File: config.mk
export PLATFORM = sky130hd
export DESIGN_NAME = dmem_arbiter
export DESIGN_NICKNAME = d
export VERILOG_FILES = /design/src/rtl/dmem_arbiter.sv
export SDC_FILE = /design/constraint.sdc
export NUM_CORES = 1
export LEC_CHECK = 0
export ABC_AREA = 1
export BUFFER_PORTS_ARGS = -buffer_cell sky130_fd_sc_hd__buf_2
export CAP_MARGIN = 20
export CORE_AREA = 2 2 229 231
export CTS_BUF_LIST = sky130_fd_sc_hd__clkbuf_8
export CTS_CLUSTER_DIAMETER = 60
export DETAILED_ROUTE_END_ITERATION = 10
export DIE_AREA = 0 0 231 233
export GPL_ROUTABILITY_DRIVEN = 0
export HOLD_SLACK_MARGIN = 0.06
export PLACE_DENSITY = 0.53
export SLEW_MARGIN = 0
export SYNTH_ARGS = -nofsm -noshare
export SYNTH_HDL_FRONTEND = slang
export SYNTH_SLANG_ARGS = --single-unit
File: constraint.sdc
create_clock -name clk -period 7.1 [get_ports clk]
set_clock_uncertainty 0.1 [all_clocks]
set_input_delay 0.355 -clock clk [delete_from_list [all_inputs] [get_ports clk]]
set_output_delay 0.355 -clock clk [all_outputs]
set_load 0.02 [all_outputs]
File: src/rtl/dmem_arbiter.sv
`default_nettype none
// ============================================================================
// Module   : dmem_arbiter
// Brief    : Shares one 64-bit data memory between the core (C) and a DMA/debug
//            loader (D) with round-robin arbitration and a bounded DMA lock.
// Revision : 1.0 - initial release
// ============================================================================
module dmem_arbiter #(
    parameter int unsigned RD_LAT    = 1,
    parameter int unsigned MAX_BURST = 4
) (
    input  logic        clk,
    input  logic        rst,
    input  logic        c_req,
    input  logic        c_we,
    input  logic [63:0] c_addr,
    input  logic [63:0] c_wdata,
    output logic        c_gnt,
    output logic        c_rvalid,
    output logic [63:0] c_rdata,
    input  logic        d_req,
    input  logic        d_we,
    input  logic [63:0] d_addr,
    input  logic [63:0] d_wdata,
    input  logic        d_lock,
    output logic        d_gnt,
    output logic        d_rvalid,
    output logic [63:0] d_rdata,
    output logic [63:0] mem_addr,
    output logic [63:0] mem_wdata,
    output logic        mem_wr,
    input  logic [63:0] mem_rdata,
    output logic        busy
);

    localparam logic [2:0] LAT_INIT  = 3'(RD_LAT - 1);
    localparam logic [3:0] BURST_MAX = 4'(MAX_BURST);

    typedef enum logic [0:0] {
        S_IDLE    = 1'b0,
        S_RD_WAIT = 1'b1
    } state_t;

    state_t      state_q, state_d;
    logic        owner_q, owner_d;
    logic        last_q, last_d;
    logic [2:0]  lat_cnt_q, lat_cnt_d;
    logic [3:0]  burst_cnt_q, burst_cnt_d;
    logic [63:0] addr_q, addr_d;
    logic [63:0] c_rdata_q, c_rdata_d;
    logic [63:0] d_rdata_q, d_rdata_d;
    logic        c_rvalid_q, c_rvalid_d;
    logic        d_rvalid_q, d_rvalid_d;
    logic        w_win;
    logic        w_we;

    // Winner select: 1 = D. D may keep the bus while locked, up to MAX_BURST grants.
    always_comb begin
        w_win = d_req;
        if (c_req && d_req) begin
            if (d_lock && last_q && (burst_cnt_q < BURST_MAX)) begin
                w_win = 1'b1;
            end else begin
                w_win = ~last_q;
            end
        end
    end

    always_comb begin
        state_d     = state_q;
        owner_d     = owner_q;
        last_d      = last_q;
        lat_cnt_d   = lat_cnt_q;
        burst_cnt_d = burst_cnt_q;
        addr_d      = addr_q;
        c_rdata_d   = c_rdata_q;
        d_rdata_d   = d_rdata_q;
        c_rvalid_d  = 1'b0;
        d_rvalid_d  = 1'b0;
        c_gnt       = 1'b0;
        d_gnt       = 1'b0;
        mem_addr    = 64'h0;
        mem_wdata   = 64'h0;
        mem_wr      = 1'b0;
        w_we        = w_win ? d_we : c_we;

        case (state_q)
            S_IDLE: begin
                if ((c_req || d_req) && !rst) begin
                    c_gnt       = ~w_win;
                    d_gnt       = w_win;
                    mem_addr    = w_win ? d_addr : c_addr;
                    mem_wdata   = w_win ? d_wdata : c_wdata;
                    mem_wr      = w_we;
                    last_d      = w_win;
                    burst_cnt_d = 4'h0;
                    if (w_win && c_req) begin
                        burst_cnt_d = (burst_cnt_q < BURST_MAX) ? burst_cnt_q + 4'h1 : burst_cnt_q;
                    end
                    if (!w_we) begin
                        addr_d    = w_win ? d_addr : c_addr;
                        owner_d   = w_win;
                        lat_cnt_d = LAT_INIT;
                        state_d   = S_RD_WAIT;
                    end
                end
            end
            S_RD_WAIT: begin
                mem_addr = addr_q;
                if (lat_cnt_q == 3'h0) begin
                    state_d = S_IDLE;
                    if (owner_q) begin
                        d_rdata_d  = mem_rdata;
                        d_rvalid_d = 1'b1;
                    end else begin
                        c_rdata_d  = mem_rdata;
                        c_rvalid_d = 1'b1;
                    end
                end else begin
                    lat_cnt_d = lat_cnt_q - 3'h1;
                end
            end
            default: state_d = S_IDLE;
        endcase
    end

    always_ff @(posedge clk or posedge rst) begin
        if (rst) begin
            state_q     <= S_IDLE;
            owner_q     <= 1'b0;
            last_q      <= 1'b1;
            lat_cnt_q   <= 3'h0;
            burst_cnt_q <= 4'h0;
            addr_q      <= 64'h0;
            c_rdata_q   <= 64'h0;
            d_rdata_q   <= 64'h0;
            c_rvalid_q  <= 1'b0;
            d_rvalid_q  <= 1'b0;
        end else begin
            state_q     <= state_d;
            owner_q     <= owner_d;
            last_q      <= last_d;
            lat_cnt_q   <= lat_cnt_d;
            burst_cnt_q <= burst_cnt_d;
            addr_q      <= addr_d;
            c_rdata_q   <= c_rdata_d;
            d_rdata_q   <= d_rdata_d;
            c_rvalid_q  <= c_rvalid_d;
            d_rvalid_q  <= d_rvalid_d;
        end
    end

    assign c_rdata  = c_rdata_q;
    assign d_rdata  = d_rdata_q;
    assign c_rvalid = c_rvalid_q;
    assign d_rvalid = d_rvalid_q;
    assign busy     = (state_q == S_RD_WAIT);

endmodule
`default_nettype wire

Yosys cells after proc, flatten, opt, wreduce, memory -nomap -nowiden --
Index checks and enable logic that the tools add are counted.
Word-level totals: register bits after elaboration 204, input port bits 327, logic and storage cells 67, output and inout port bits 262
Operators by class: bitwise gates (word level) 5, muxes and demuxes 31, equal/unequal tests 4, $add $sub $neg 2, order comparisons 1, reduce and logical (&&, ||, !) cells 14
Operators with widths (count):
- two-way mux 64 bit | 5
- case mux 64 bit (2 select lines) | 1
- two-way mux 1 bit | 18
- AND reduction 3 bit | 5
- two-way mux 3 bit | 3
- two-way mux 4 bit | 2
- inequality test 2 bit (second input constant) | 3
- case mux 3 bit (2 select lines) | 1
- logical AND 1 bit | 5
- inverter 1 bit | 5
- adder 4 x 1 -> 4 bit (second input constant) | 1
- less-than comparator 4 x 3 -> 1 bit (second input constant) | 1
- zero test 3 bit | 1
- subtractor 3 x 1 -> 3 bit (second input constant) | 1
- inequality test 2 x 1 -> 1 bit (second input constant) | 1
- case mux 1 bit (2 select lines) | 1
- AND reduction 2 bit | 1
- zero test 1 bit | 1
- logical OR 1 bit | 1

Depth between registers and ports, before layout --
depth after elaboration 8, gate-level depth with buffers 10, mapped depth without buffers 8

Worst setup path before layout --
OpenSTA, ideal clock, no wires.
path type input-to-output, start point in rst, end point out mem_addr[55], data arrival time 3976 ps, data required time 6645 ps, slack 2669 ps, stages 7, buffers on the path 2, cells stage by stage inv_2 > o21ai_2 > nor2_4 > inv_2 > buf_6 > clkbuf_1 > o21ai_0
Between the ends: cells in the longest elaborated chain, start to end 4
RTL lines:
- start, declared | RTL line 13 | input logic rst,
- zero test 1 bit (no line)
- logical AND 1 bit | RTL line 89 | if ((c_req || d_req) && !rst) begin
- two-way mux 64 bit | RTL line 89
- case mux 64 bit (2 select lines) | RTL line 87 | case (state_q)
- end, declared | RTL line 29 | output logic [63:0] mem_addr,
Every way passes these cells.

Worst setup path in the final report --
start point in c_req, end point out mem_wdata[47]
Between the ends: cells in the longest elaborated chain, start to end 5, elaborated cells on any way between the ends 7, classes of those cells mux (4); reduce/logical (3)
RTL lines:
- start, declared | RTL line 14 | input logic c_req,
- logical AND 1 bit | RTL line 60 | if (c_req && d_req) begin
- two-way mux 1 bit | RTL line 60
- two-way mux 64 bit | RTL line 93 | mem_wdata = w_win ? d_wdata : c_wdata;
- two-way mux 64 bit (*) | RTL line 89
- two-way mux 64 bit (*) | RTL line 87
- end, declared | RTL line 30 | output logic [63:0] mem_wdata,
Mark *: on every way between the ends. The rest lies on a longest branch, timed or not.

==> run metrics <==
status=finished, final reports clean; Core Area=a little over 50000 µm²; asr flop ratio synth=100%; Clock Root Buffer=clkbuf_8; Overflow after GRT=0; Via density=4.12; synthesized area per cell=7.55 µm²; share of cells above drive strength 1=33.1%; worst slack at placement=about 3.7 ns; Syn. warnings=0; Final Hold Slack=0.117 ns; Final min period=3.99 ns; 1st-pass router iterations=5; synthesis-to-layout area growth=59.2%; post-CTS setup buffer count=0; Setup CP Type=input pin to output pin; M1 GR Usage=19.0%; Crit. End Element=output pin; Most Crowded Layer GR=met2; CP Max Fanout=131; Synth top area share=51.0%; data arrival time of the worst path=3.54 ns; number of flops mapped to enable cells by yosys=0; site row count=83; final worst slack=3.11 ns; Commonest cells post-synth=nand2_1, o21ai_0, dfrtp_1; full die area=~54000 µm²; DRT iter0 DRCs=809; setup TNS=0 ns; ANT nets after route=0; FILL cells=5450; Leakage=8.82 nW; met2 Use GR=20.9%; Mapped Cells=between 1000 and 1500; max-slew violations=0; PortBufs=588; Sequential Power Share=37.8%; VDD IR-drop max=0.0000992 V; worst-skew pair later-pin latency=between 0.5 and 0.6 ns; area post-placement=13400 µm²; clock share of power=25.9%; top-count cell post-synth=nand2_1; synthesis-stage register bit count=approximately 200; Die H=233 µm; antenna violations before repair=2; number of global-route vias before repair=10537; CTS Buffer Depth=3; HP Class=input pin to flip-flop; final core occ=a little under a third; mapped cell area=9970 µm²; post-synth top area cell=dfrtp_1; RSZ-0062 raised after global routing=no; Final nets=approximately 2400; initial core utilization=19.5%; Setup-failing EPs final=0; htree depth=2; Psw=1.86 mW; Clock Pin Slew Worst Setup and Hold Paths=0.06 ns; CP Data Required Time=6.64 ns; prevailing post-synth register cell=dfrtp_1; Syn Nets=around 1700; Fin. Hold Viols=0; FF+latch area=5110 µm²; combinational power share=36.4%; PD cells=300 nW/µm²; period utilization=between 50% and 60%; Num CTS Buffers=38; post-route cell area=15900 µm²; post-synthesis cell type count=25; first-pass GRT wire length=a little under 60 mm; DRC=0; cell internal pwr=2.89 mW; io pins=589; Seq/Total Area, Yosys=51.2%; CTS tree=done; Slew HR=between 20% and 30%; post-DP HPWL=between 20 and 30 mm; Final Power=4.76 mW; CP most frequent cell=nand2_1; startpoint types=input pin; routed wire length=39.5 mm; via count=11270; clock tree sinks=204; die width=around 230 µm; area of the multi-input gates=slightly below 4000 µm²; Slowest cell on crit path=buf_4; met3 global-route usage=3.31%; sw frac=39.2%; placed cells=2509; Area contributors post-synth=dfrtp_1, nand2_1, o21ai_0; GRT Util Overall=between 10% and 20%; pin count of the biggest net entering global routing=132; Fmax=250 MHz; WL per Instance=about 14 µm; MaxCap Viol Count=0; non-filler cells, final=2738; sequence of cells on the critical path=dlygate4sd3_1 > buf_2 > nand2_1 > inv_1 > nand2_2 > nand2_4 > buf_4 > inv_1 > nor2_4 > buf_4 > nand2_1 > nand2_1 > buf_2; measured slew at the worst slew-check pin=1.06 ns; Worst path max stage delay=0.73 ns
-- logic make-up (layout without fill, tap and decap cells) --
kind of cell	count (synthesis)	count (layout)	share of synthesized area (%)
xor gates and xnor gates	1	1	0.0879
AOI/OAI and AO/OA	327	327	16.5
buffers and inverters	233	968	9.64
adders and majority gates	3	3	0.377
other	0	3	0
and+or+nand+nor	552	552	22.2
DFF	204	204	51.2
-- final timing paths --
| check | depth (start not counted) | end | slack [ns] | startpoint |
|---|---|---|---|---|
| worst max-delay path | 13 | mem_wdata[47] | 3.11 | c_req |
| worst min-delay path | 3 | addr_q[11] | 0.12 | d_addr[11] |
| worst max register to register | 8 | addr_q[22] | 4.17 | last_q |
| worst min register to register | 2 | d_rdata[39] | 0.38 | d_rdata[39] |
| max in group asynchronous | 5 | d_rdata[43] | 4.88 | rst |
| min in group asynchronous | 3 | addr_q[55] | 0.31 | rst |
-- worst max-delay path, delay by kind of cell --
kind / cells / cell delay, ns
buffers and inverters: 7 / 2.42
and+or+nand+nor: 6 / 0.70
-- sequential cells by signal (all words and copies together) (netlist names) --
signal / cells
c_rvalid: 1
addr_q: 64
last_q: 1
d_rdata: 64
lat_cnt_q: 3
busy: 1
c_rdata: 64
burst_cnt_q: 4
owner_q: 1
d_rvalid: 1
-- final cells by class --
class	instances	area share, %
inverters	143	3.44
clock inverters	20	0.946
flip-flops and latches	204	32.2
repair buffers	755	29.1
multi-input cells	883	24.6
well taps	680	5.36
diodes	3	0.0473
clock buffers	50	4.34
-- layout by cell type (no fill, tap or decap), drive strengths merged, types with 2 or more instances in the layout --
cell type,instances
buf,601
clkbuf,50
dfrtp,203
dlygate4sd3,154
nor2,11
ha,3
clkinv,11
bufinv,2
nand3,70
nand3b,2
diode,3
inv,149
nand2,467
o21ai,326
-- per-layer routing --
layer	wire length, µm	part of all wire (%)	up-vias
met5	0	0	-
met4	876	2.2	0
met3	2880	7.3	59
met2	17500	44	486
met1	18200	46	5127
li1	-	-	5598
-- power by group through the flow --
stage	sequential, mW	combinational [mW]	clock, mW
after floorplan	2.18	0.593	0
after global routing	1.85	1.90	1.34
after CTS	1.80	1.74	1.29
after global placement	1.80	1.65	0
after detailed placement	1.81	1.66	0
final	1.80	1.73	1.23
-- timing repair --
item	CTS	global route
hold buffers	154	0
resized for setup	0	0
endpoints found under the hold margin	217	0
endpoints found under the setup margin	0	0
No activity file was read; power rests on OpenSTA's default activity.
